**config.mk**
```make
export PLATFORM = sky130hd
export DESIGN_NAME = inst_fetch
export DESIGN_NICKNAME = d
export VERILOG_FILES = /design/src/rtl/inst_fetch_pkg.sv /design/src/rtl/inst_fetch_fe_queue.sv /design/src/rtl/inst_fetch.sv
export SDC_FILE = /design/constraint.sdc
export NUM_CORES = 1
export LEC_CHECK = 0
export ABC_AREA = 1
export CAP_MARGIN = 0
export CORE_AREA = 2 2 162 164
export DETAILED_ROUTE_END_ITERATION = 10
export DIE_AREA = 0 0 164 166
export PLACE_DENSITY = 0.84
export SYNTH_ARGS = -nofsm -noshare
export SYNTH_HDL_FRONTEND = slang
export SYNTH_SLANG_ARGS = --single-unit
```
**constraint.sdc**
```tcl
create_clock -name clk -period 7.9 [get_ports clk]
set_input_delay 1.185 -clock clk [delete_from_list [all_inputs] [get_ports clk]]
set_output_delay 1.185 -clock clk [all_outputs]
set_load 0.005 [all_outputs]
```
**src/rtl/inst_fetch_pkg.sv**
```systemverilog
// Shared opcode constants, fetch-queue entry type and immediate decoders for
// the fetch stage.
package inst_fetch_pkg;

    localparam logic [6:0]  OPCODE_BRANCH = 7'b1100011;
    localparam logic [6:0]  OPCODE_JAL    = 7'b1101111;
    localparam logic [31:0] FE_BUBBLE     = 32'h0000_0000;

    typedef struct packed {
        logic [31:0] pc;
        logic [31:0] ir;
    } fq_entry_t;

    function automatic logic [31:0] b_imm(input logic [31:0] ir);
        return {{20{ir[31]}}, ir[7], ir[30:25], ir[11:8], 1'b0};
    endfunction

    function automatic logic [31:0] j_imm(input logic [31:0] ir);
        return {{12{ir[31]}}, ir[19:12], ir[20], ir[30:21], 1'b0};
    endfunction

endpackage

```
**src/rtl/inst_fetch_fe_queue.sv**
```systemverilog
// Small circular FIFO of {pc, ir} entries between the instruction memory
// response port and the fetch/decode pipeline register.
module fe_queue
    import inst_fetch_pkg::*;
#(
    parameter int DEPTH = 2
) (
    input  logic                         clk,
    input  logic                         rst_n,
    input  logic                         flush_i,
    input  logic                         push_i,
    input  fq_entry_t                    push_data_i,
    input  logic                         pop_i,
    output fq_entry_t                    head_o,
    output logic                         full_o,
    output logic                         empty_o,
    output logic [$clog2(DEPTH+1)-1:0]   count_o
);

    localparam int CW = $clog2(DEPTH + 1);
    localparam int PW = (DEPTH > 1) ? $clog2(DEPTH) : 1;

    fq_entry_t     mem_q [DEPTH];
    logic [PW-1:0] rd_ptr_q, rd_ptr_d;
    logic [PW-1:0] wr_ptr_q, wr_ptr_d;
    logic [CW-1:0] count_q, count_d;
    logic          do_push, do_pop;

    function automatic logic [PW-1:0] ptr_inc(input logic [PW-1:0] p);
        return (p == PW'(DEPTH - 1)) ? '0 : p + PW'(1);
    endfunction

    assign empty_o = (count_q == '0);
    assign full_o  = (count_q == CW'(DEPTH));
    assign count_o = count_q;
    assign head_o  = mem_q[rd_ptr_q];

    // A full queue may still accept a push when the head leaves in the same cycle.
    assign do_pop  = pop_i & ~empty_o;
    assign do_push = push_i & (~full_o | do_pop);

    always_comb begin
        rd_ptr_d = rd_ptr_q;
        wr_ptr_d = wr_ptr_q;
        count_d  = count_q;
        if (flush_i) begin
            rd_ptr_d = '0;
            wr_ptr_d = '0;
            count_d  = '0;
        end else begin
            if (do_push) wr_ptr_d = ptr_inc(wr_ptr_q);
            if (do_pop)  rd_ptr_d = ptr_inc(rd_ptr_q);
            count_d = count_q + CW'(do_push) - CW'(do_pop);
        end
    end

    always_ff @(posedge clk or negedge rst_n) begin
        if (!rst_n) begin
            rd_ptr_q <= '0;
            wr_ptr_q <= '0;
            count_q  <= '0;
        end else begin
            rd_ptr_q <= rd_ptr_d;
            wr_ptr_q <= wr_ptr_d;
            count_q  <= count_d;
        end
    end

    always_ff @(posedge clk) begin
        if (do_push && !flush_i) mem_q[wr_ptr_q] <= push_data_i;
    end

endmodule

```
**src/rtl/inst_fetch.sv**
```systemverilog
// Fetch stage: owns the fetch PC, issues word requests to instruction memory,
// buffers responses and drives the fe2de pipeline register with static prediction.
module inst_fetch
    import inst_fetch_pkg::*;
#(
    parameter logic [31:0] RESET_PC = 32'h0000_0000,
    parameter int          FQ_DEPTH = 2
) (
    input  logic        clk,
    input  logic        rst_n,
    input  logic        de_stall,
    input  logic        branch_predict_err,
    input  logic [31:0] de2fe_branch_target,
    input  logic        ex2fe_redirect,
    input  logic [31:0] ex2fe_redirect_pc,
    output logic        imem_req,
    output logic [31:0] imem_addr,
    input  logic        imem_gnt,
    input  logic        imem_rvalid,
    input  logic [31:0] imem_rdata,
    output logic [31:0] fe2de_pc_ffout,
    output logic [31:0] fe2de_ir_ffout,
    output logic        fe2de_predict_bxxtaken_ffout,
    output logic        fe2de_rv16_ffout
);

    localparam int CW = $clog2(FQ_DEPTH + 1);

    logic          run_q;
    logic [31:0]   fetch_pc_q, fetch_pc_d;
    logic [31:0]   rsp_pc_q, rsp_pc_d;
    logic [CW-1:0] outst_q, outst_d;
    logic [CW-1:0] discard_q, discard_d;
    logic [31:0]   fe_pc_q, fe_pc_d;
    logic [31:0]   fe_ir_q, fe_ir_d;
    logic          fe_pred_q, fe_pred_d;

    fq_entry_t     head, push_entry;
    logic          q_full, q_empty;
    logic [CW-1:0] q_count;
    logic [CW:0]   slots_used;

    logic          bpe_acc, kill, pop, is_bxx, is_jal, pred_hit, redirect;
    logic          gnt_fire, rsp_drop, push;
    logic [31:0]   redirect_pc;

    assign is_bxx  = (head.ir[6:0] == OPCODE_BRANCH) & head.ir[31];
    assign is_jal  = (head.ir[6:0] == OPCODE_JAL);

    assign bpe_acc  = branch_predict_err & ~de_stall & ~ex2fe_redirect;
    assign kill     = ex2fe_redirect | bpe_acc;
    assign pop      = ~de_stall & ~q_empty & ~kill;
    assign pred_hit = pop & (is_bxx | is_jal);
    assign redirect = kill | pred_hit;

    always_comb begin
        if (ex2fe_redirect)   redirect_pc = ex2fe_redirect_pc;
        else if (bpe_acc)     redirect_pc = de2fe_branch_target;
        else if (is_jal)      redirect_pc = head.pc + j_imm(head.ir);
        else                  redirect_pc = head.pc + b_imm(head.ir);
    end

    // Occupancy counts the slot freed by this cycle's pop so the queue can stream at 1/cycle.
    assign slots_used = {1'b0, q_count} - (CW+1)'(pop) + {1'b0, outst_q};
    assign imem_req   = run_q & (slots_used < (CW+1)'(FQ_DEPTH));
    assign imem_addr  = fetch_pc_q;

    assign gnt_fire   = imem_req & imem_gnt;
    assign rsp_drop   = imem_rvalid & (discard_q != '0);
    assign push       = imem_rvalid & ~rsp_drop & ~redirect & (~q_full | pop);
    assign push_entry = '{pc: rsp_pc_q, ir: imem_rdata};

    fe_queue #(.DEPTH(FQ_DEPTH)) u_queue (
        .clk         (clk),
        .rst_n       (rst_n),
        .flush_i     (redirect),
        .push_i      (push),
        .push_data_i (push_entry),
        .pop_i       (pop),
        .head_o      (head),
        .full_o      (q_full),
        .empty_o     (q_empty),
        .count_o     (q_count)
    );

    // After a redirect every response still in flight belongs to the wrong path.
    always_comb begin
        outst_d = outst_q + CW'(gnt_fire) - CW'(imem_rvalid);
        if (redirect) begin
            fetch_pc_d = {redirect_pc[31:2], 2'b00};
            rsp_pc_d   = redirect_pc;
            discard_d  = outst_d;
        end else begin
            fetch_pc_d = gnt_fire ? fetch_pc_q + 32'd4 : fetch_pc_q;
            rsp_pc_d   = push ? rsp_pc_q + 32'd4 : rsp_pc_q;
            discard_d  = rsp_drop ? discard_q - CW'(1) : discard_q;
        end
    end

    always_comb begin
        fe_pc_d   = fe_pc_q;
        fe_ir_d   = fe_ir_q;
        fe_pred_d = fe_pred_q;
        if (kill) begin
            fe_ir_d   = FE_BUBBLE;
            fe_pred_d = 1'b0;
        end else if (!de_stall) begin
            if (!q_empty) begin
                fe_pc_d   = head.pc;
                fe_ir_d   = head.ir;
                fe_pred_d = is_bxx;
            end else begin
                fe_ir_d   = FE_BUBBLE;
                fe_pred_d = 1'b0;
            end
        end
    end

    always_ff @(posedge clk or negedge rst_n) begin
        if (!rst_n) begin
            run_q      <= 1'b0;
            fetch_pc_q <= RESET_PC;
            rsp_pc_q   <= RESET_PC;
            outst_q    <= '0;
            discard_q  <= '0;
            fe_pc_q    <= RESET_PC;
            fe_ir_q    <= FE_BUBBLE;
            fe_pred_q  <= 1'b0;
        end else begin
            run_q      <= 1'b1;
            fetch_pc_q <= fetch_pc_d;
            rsp_pc_q   <= rsp_pc_d;
            outst_q    <= outst_d;
            discard_q  <= discard_d;
            fe_pc_q    <= fe_pc_d;
            fe_ir_q    <= fe_ir_d;
            fe_pred_q  <= fe_pred_d;
        end
    end

    assign fe2de_pc_ffout               = fe_pc_q;
    assign fe2de_ir_ffout               = fe_ir_q;
    assign fe2de_predict_bxxtaken_ffout = fe_pred_q;
    assign fe2de_rv16_ffout             = 1'b0;

endmodule

```
**Word level (Yosys, flattened, before mapping)**

Memory sizes are Yosys's and may differ from the RTL's.
Index checks and enable logic that the tools add are counted.

- Register bits: 138
- Memory bits (writable): 128
- Input bits: 103
- Output and inout bits: 99
- Logic and storage cells: 90
- Memories: 1

Memories:

| name | words | width | rd ports | clocked after memory_dff | wr ports | line | text |
|---|---|---|---|---|---|---|---|
| u_queue.mem_q | 2 | 64 | 1 | 0 | 1 | inst_fetch_fe_queue.sv:23 | `fq_entry_t mem_q [DEPTH];` |

- Add/subtract/negate cells: 13
- Order comparisons: 1
- Equal/unequal tests: 4
- Multiplexer cells: 24
- Bitwise gates (word level): 26
- Reductions and logical operators: 10

Operators by type and width:

| operator | count |
|---|---|
| two-way mux 32 bit | 10 |
| adder 32 x 3 -> 32 bit (second input constant) | 2 |
| adder 32 bit | 2 |
| AND 1 bit | 14 |
| equality test 7 bit (second input constant) | 2 |
| nonzero test 2 bit | 6 |
| two-way mux 1 bit | 11 |
| inverter 1 bit | 7 |
| two-way mux 2 bit | 3 |
| OR 1 bit | 5 |
| adder 2 x 1 -> 2 bit | 2 |
| subtractor 2 x 1 -> 2 bit | 2 |
| adder 3 x 2 -> 3 bit | 1 |
| < comparator 3 x 2 -> 1 bit (second input constant) | 1 |
| AND reduction 3 bit | 1 |
| subtractor 2 x 1 -> 3 bit | 1 |
| adder 1 bit (second input constant) | 2 |
| equality test 2 bit (second input constant) | 1 |
| zero test 2 bit | 1 |
| inequality test 2 x 1 -> 1 bit (second input constant) | 1 |
| subtractor 2 x 1 -> 2 bit (second input constant) | 1 |
| logical AND 1 bit | 1 |
| zero test 1 bit | 1 |

**Depth between registers and ports, before layout**

- Word-level depth: 15
- Gate-level depth with buffers: 25
- Depth with buffers taken out: 24

**Cells and area by module**

From an unflattened synthesis, not the netlist that was laid out.

- Cells, all modules: 1832
- Area, all modules: 14890.5 µm²

By module, submodules not included:

| module | instances | cells an instance | area an instance (µm²) | seq. area each (µm²) |
|---|---|---|---|---|
| inst_fetch | 1 | 1459 | 9963.3 | 3303.2 |
| fe_queue | 1 | 373 | 4927.2 | 3943.8 |

**Worst setup path before layout**

OpenSTA, ideal clock, no wires.

- Kind: in2reg
- Start: in de_stall
- End: mem u_queue.mem_q[1][0] in the netlist's numbering, enable pin
- Library setup time: 0.486 ns
- Arrival: 4.936 ns
- Required time: 7.414 ns
- Setup slack: 2.478 ns
- Stages: 10
- Buffers on the path: 1
- Cell sequence: buf_4 -> o21ai_2 -> inv_2 -> nand2_1 -> inv_2 -> nand4_2 -> nand3_4 -> nor2_1 -> inv_1 -> nor2_1

- Longest elaborated chain between the ends: 15
- Elaborated cells on any way between the ends: 20
- Those cells by class: mux: 2; bitwise: 16; reduce/logical: 2

Ends and longest elaborated chain:

| what | line | text |
|---|---|---|
| start, declared | inst_fetch.sv:11 | `input logic de_stall,` |
| inverter 1 bit (no line) (*) | n/a |  |
| AND 1 bit (2 in series) | inst_fetch.sv:50 | `assign bpe_acc = branch_predict_err & ~de_stall & ~ex2fe_redirect;` |
| OR 1 bit | inst_fetch.sv:51 | `assign kill = ex2fe_redirect \| bpe_acc;` |
| inverter 1 bit (no line) | n/a |  |
| AND 1 bit | inst_fetch.sv:52 | `assign pop = ~de_stall & ~q_empty & ~kill;` |
| AND 1 bit | inst_fetch.sv:53 | `assign pred_hit = pop & (is_bxx \| is_jal);` |
| OR 1 bit | inst_fetch.sv:54 | `assign redirect = kill \| pred_hit;` |
| inverter 1 bit | inst_fetch.sv:70 | `assign push = imem_rvalid & ~rsp_drop & ~redirect & (~q_full \| pop);` |
| AND 1 bit (2 in series) | inst_fetch.sv:70 |  |
| AND 1 bit | inst_fetch_fe_queue.sv:40 | `assign do_push = push_i & (~full_o \| do_pop);` |
| logical AND 1 bit (*) | inst_fetch_fe_queue.sv:70 | `if (do_push && !flush_i) mem_q[wr_ptr_q] <= push_data_i;` |
| two-way mux 1 bit (*) | inst_fetch_fe_queue.sv:70 |  |
| two-way mux 1 bit (implied by the code) (*) | inst_fetch_fe_queue.sv:70 |  |
| end, declared | inst_fetch_fe_queue.sv:23 |  |

Every way passes the cells marked *; elsewhere a longest branch is shown, timed or not.

**Final worst setup path**

- Start: in ex2fe_redirect
- End: out imem_req

- Longest elaborated chain between the ends: 9

Ends and longest elaborated chain:

| what | line | text |
|---|---|---|
| start, declared | inst_fetch.sv:14 | `input logic ex2fe_redirect,` |
| inverter 1 bit | inst_fetch.sv:50 |  |
| AND 1 bit | inst_fetch.sv:50 |  |
| OR 1 bit (*) | inst_fetch.sv:51 |  |
| inverter 1 bit (no line) (*) | n/a |  |
| AND 1 bit (*) | inst_fetch.sv:52 |  |
| subtractor 2 x 1 -> 3 bit (*) | inst_fetch.sv:64 | `assign slots_used = {1'b0, q_count} - (CW+1)'(pop) + {1'b0, outst_q};` |
| adder 3 x 2 -> 3 bit (*) | inst_fetch.sv:64 |  |
| < comparator 3 x 2 -> 1 bit (*) | inst_fetch.sv:65 | `assign imem_req = run_q & (slots_used < (CW+1)'(FQ_DEPTH));` |
| AND 1 bit (*) | inst_fetch.sv:65 |  |
| end, declared | inst_fetch.sv:16 | `output logic imem_req,` |

Marked as above.

==> metrics.md <==
| Metric | Value |
|---|---|
| Max-slew violation count | `0` |
| Post-synthesis xor/xnor area fraction | `2.42%` |
| Area contributors post-synth | `edfxtp_1, dfrtp_1, nand2_1` |
| 1st-pass router iterations | `6` |
| Synthesis warning total | `0` |
| Largest net degree at the start of global routing | `72` |
| Antenna cells | `0` |
| Placed cell area | `0.0170 sq mm` |
| Register area share after synthesis | `48.9%` |
| Vias in the first global route | `12,829` |
| Area leader, netlist | `edfxtp_1` |
| CP Data Arrival Time | `5.60 ns` |
| Total Power | `4.30 mW` |
| Max-cap violations | `0` |
| Final ANT Viol Nets | `0` |
| Placed cells | `2,289` |
| CTS max path bufs | `3` |
| PortBufs | `198` |
| Die height | `166 um` |
| Setup Fix Bufs, Post-CTS | `0` |
| Part of the cycle the worst path needs | `85.8%` |
| RSZ-0062 raised after global routing | `no` |
| FF+latch count, synth | `264` |
| Clock H-tree levels | `1` |
| Fillers | `1,954` |
| Num Clock Sinks | `264` |
| Hold Crit Class | `register to register` |
| Synth async-reset ratio | `51.5%` |
| Syn Inst Count | `1,807` |
| EDFF count, synth | `128` |
| Top_reg_cell synth | `dfrtp_1` |
| WL final | `44,100 um` |
| Data required, critical path | `6.71 ns` |
| Yosys top cell area share | `26.0%` |
| Most frequent cell after synthesis | `nand2_1` |
| CTS Buf Count | `26` |
| Outcome | `finished, final reports clean` |
| Avg WL per Cell | `18.9 um` |
| Headroom to the max-slew limit | `16.1%` |
| Synthesized area | `0.0148 sq mm` |
| Total grt overflow | `0` |
| Measured slew at the worst slew-check pin | `1.25 ns` |
| Final setup violation count | `0` |
| Hold Path Depth | `0` |
| Setup slack, reg-to-reg | `2.87 ns` |
| First-pass GRT wire length | `68,800 um` |
| CTS tree | `yes` |
| Synth Area in Adders | `3.65%` |
| WHS | `0.504 ns` |
| Worst vdd ir | `0.198 mV` |
| Reg2Reg Depth | `21` |
| Final GP Congestion | `0.950` |
| Area grow syn2layout | `20.7%` |
| Post_cts resized | `0` |
| DRC | `0` |
| Nets@finish | `2,127` |
| Die area | `0.0272 sq mm` |
| Register area | `0.00725 sq mm` |
| Core area | `0.0256 sq mm` |
| Hold Buf Count CTS | `0` |
| Cell area after layout | `0.0179 sq mm` |
| Critical path peak fanout | `44` |
| Initial Util | `57.8%` |
| Launching point of the worst reg2reg path | `u_queue.rd_ptr_q` |
| Utilization after layout | `69.8%` |
| Chip width | `164 um` |
| Fin. Hold Viols | `0` |
| Clk_lat worst skew | `0.56 ns` |
| Portion of netlist area occupied by mux cells | `0.414%` |
| Combinational family with the most area after synthesis | `simple AND/OR/NAND/NOR gates` |
| CP Launch Type | `input pin` |
| Setup CP Type | `input pin to output port` |
| Pwr/cell area | `240 mW/mm^2` |
| Fmax | `147 MHz` |
| DP Worst Slack | `0.922 ns` |
| Post-synthesis compound-gate area fraction | `11.5%` |
| Yosys cell types | `55` |
| DR iter-0 viols | `1,853` |
| Footprint of the multi-input gates | `0.00652 sq mm` |
| DR vias | `13,497` |
| Top post-synthesis cells by count | `nand2_1, nor2_1, inv_1, dfrtp_1, edfxtp_1` |
| Layout cells sized above 1 | `5.49%` |
| Final worst slack | `1.12 ns` |
| Clock transition at path regs | `0.07 ns` |
| Simple-gate portion of the synthesized area | `25.8%` |
| Syn_area_per_cell | `8.20 sq um` |
| HP Start | `rsp_pc_q[1]` |
| Total negative slack | `0 ns` |
| Critical path endpoint category | `output port` |
| Dpl hpwl | `32,300 um` |
| Non-Filler Instances | `2,337` |
| CP startpoint | `ex2fe_redirect` |
| Boundary pin count | `202` |
| Minimum clock period | `6.78 ns` |
| Antenna violations before repair | `0` |
| Total GRT Usage | `32.4%` |
| Clock root buffer master | `clkbuf_16` |
| Leakage power | `7.92 nW` |
| Via-to-Cell Ratio | `5.78` |
| Skew final | `0.0255 ns` |
| Standard-cell rows | `59` |
flip-flops by register name (all words and copies together) (netlist names):
name / cells
imem_addr: 30
u_queue.wr_ptr_q: 1
fe2de_predict_bxxtaken_ffout: 1
rsp_pc_q: 32
discard_q: 2
run_q: 1
u_queue.count_o: 2
fe2de_ir_ffout: 32
u_queue.rd_ptr_q: 1
u_queue.mem_q: 128
fe2de_pc_ffout: 32
outst_q: 2
cells in the final DEF (no fill, tap or decap), types with 3 or more instances in the layout:
| cell type | instances |
|---|---|
| conb_1 | 4 |
| a32o_1 | 22 |
| clkinv_2 | 5 |
| edfxtp_1 | 128 |
| buf_4 | 12 |
| nor3_2 | 3 |
| xor2_1 | 20 |
| nor2_2 | 7 |
| clkdlybuf4s50_1 | 197 |
| o21ai_0 | 78 |
| nor2_4 | 4 |
| dfrtp_1 | 135 |
| o21ai_2 | 4 |
| a21oi_1 | 57 |
| a21oi_2 | 16 |
| inv_2 | 6 |
| inv_1 | 187 |
| nand4_1 | 26 |
| clkinv_1 | 3 |
| a31oi_1 | 39 |
| mux2i_1 | 5 |
| ha_1 | 40 |
| clkbuf_8 | 4 |
| xnor2_1 | 21 |
| clkbuf_16 | 26 |
| o211ai_1 | 9 |
| inv_6 | 5 |
| nor2_1 | 188 |
| nand3_1 | 91 |
| nand2_1 | 563 |
| nor3_1 | 18 |
| a22oi_1 | 25 |
| nor4_1 | 3 |
| o21bai_1 | 5 |
| o21ai_1 | 7 |
| nand3b_1 | 6 |
cells by family (layout without fill, tap and decap cells):
family                   Yosys count  count (layout)
AO/OA/AOI/OAI                    269             269
XOR/XNOR                          41              41
adder cells (fa/ha/maj)           42              42
buffers and inverters            260             453
flip-flops                       264             264
multiplexers                       6               6
other                              2               4
AND/OR/NAND/NOR                  923             923
critical path, cell delays in order:
cell and delay [ns]:
clkdlybuf4s50_1 0.40, buf_4 0.27, inv_2 0.11, o21ai_2 0.17, inv_2 0.46, nand2_1 0.44, inv_2 0.74, ha_1 0.39
nor2_1 0.16, fa_1 0.43, and3b_1 0.23, nand2_1 0.06, inv_1 0.05, clkdlybuf4s50_1 0.49
worst paths after layout:
kind | to
worst max register to register | imem_addr[13]
min in group asynchronous | imem_addr[24]
worst max-delay path | imem_req
worst min-delay path | u_queue.mem_q[1][33]
worst min register to register | u_queue.mem_q[1][33]
max in group asynchronous | u_queue.rd_ptr_q
per-layer routing:
layer | global-route usage [%] | up-vias | share of wire, %
li1 | - | 6345 | -
met2 | 54.1 | 693 | 48
met4 | 8.09 | 0 | 2.5
met3 | 5.37 | 73 | 9.0
met5 | 0 | - | 0
met1 | 44.3 | 6386 | 41
report_power, final:
part           switching (mW)  internal, mW  leakage, nW
Clock                   0.555         0.718        0.435
Combinational           0.629         0.519         4.61
Sequential              0.213          1.66         2.88
area by class of cell:
class	count	share of cell area, %
flip-flops and latches	264	40.5
multi-input cells	1285	36.4
inverters	195	4.12
clock buffers	31	3.97
clock inverters	17	1.01
repair buffers	210	11.6
well taps	335	2.34
Note: power is estimated with default switching activity, not from simulation.
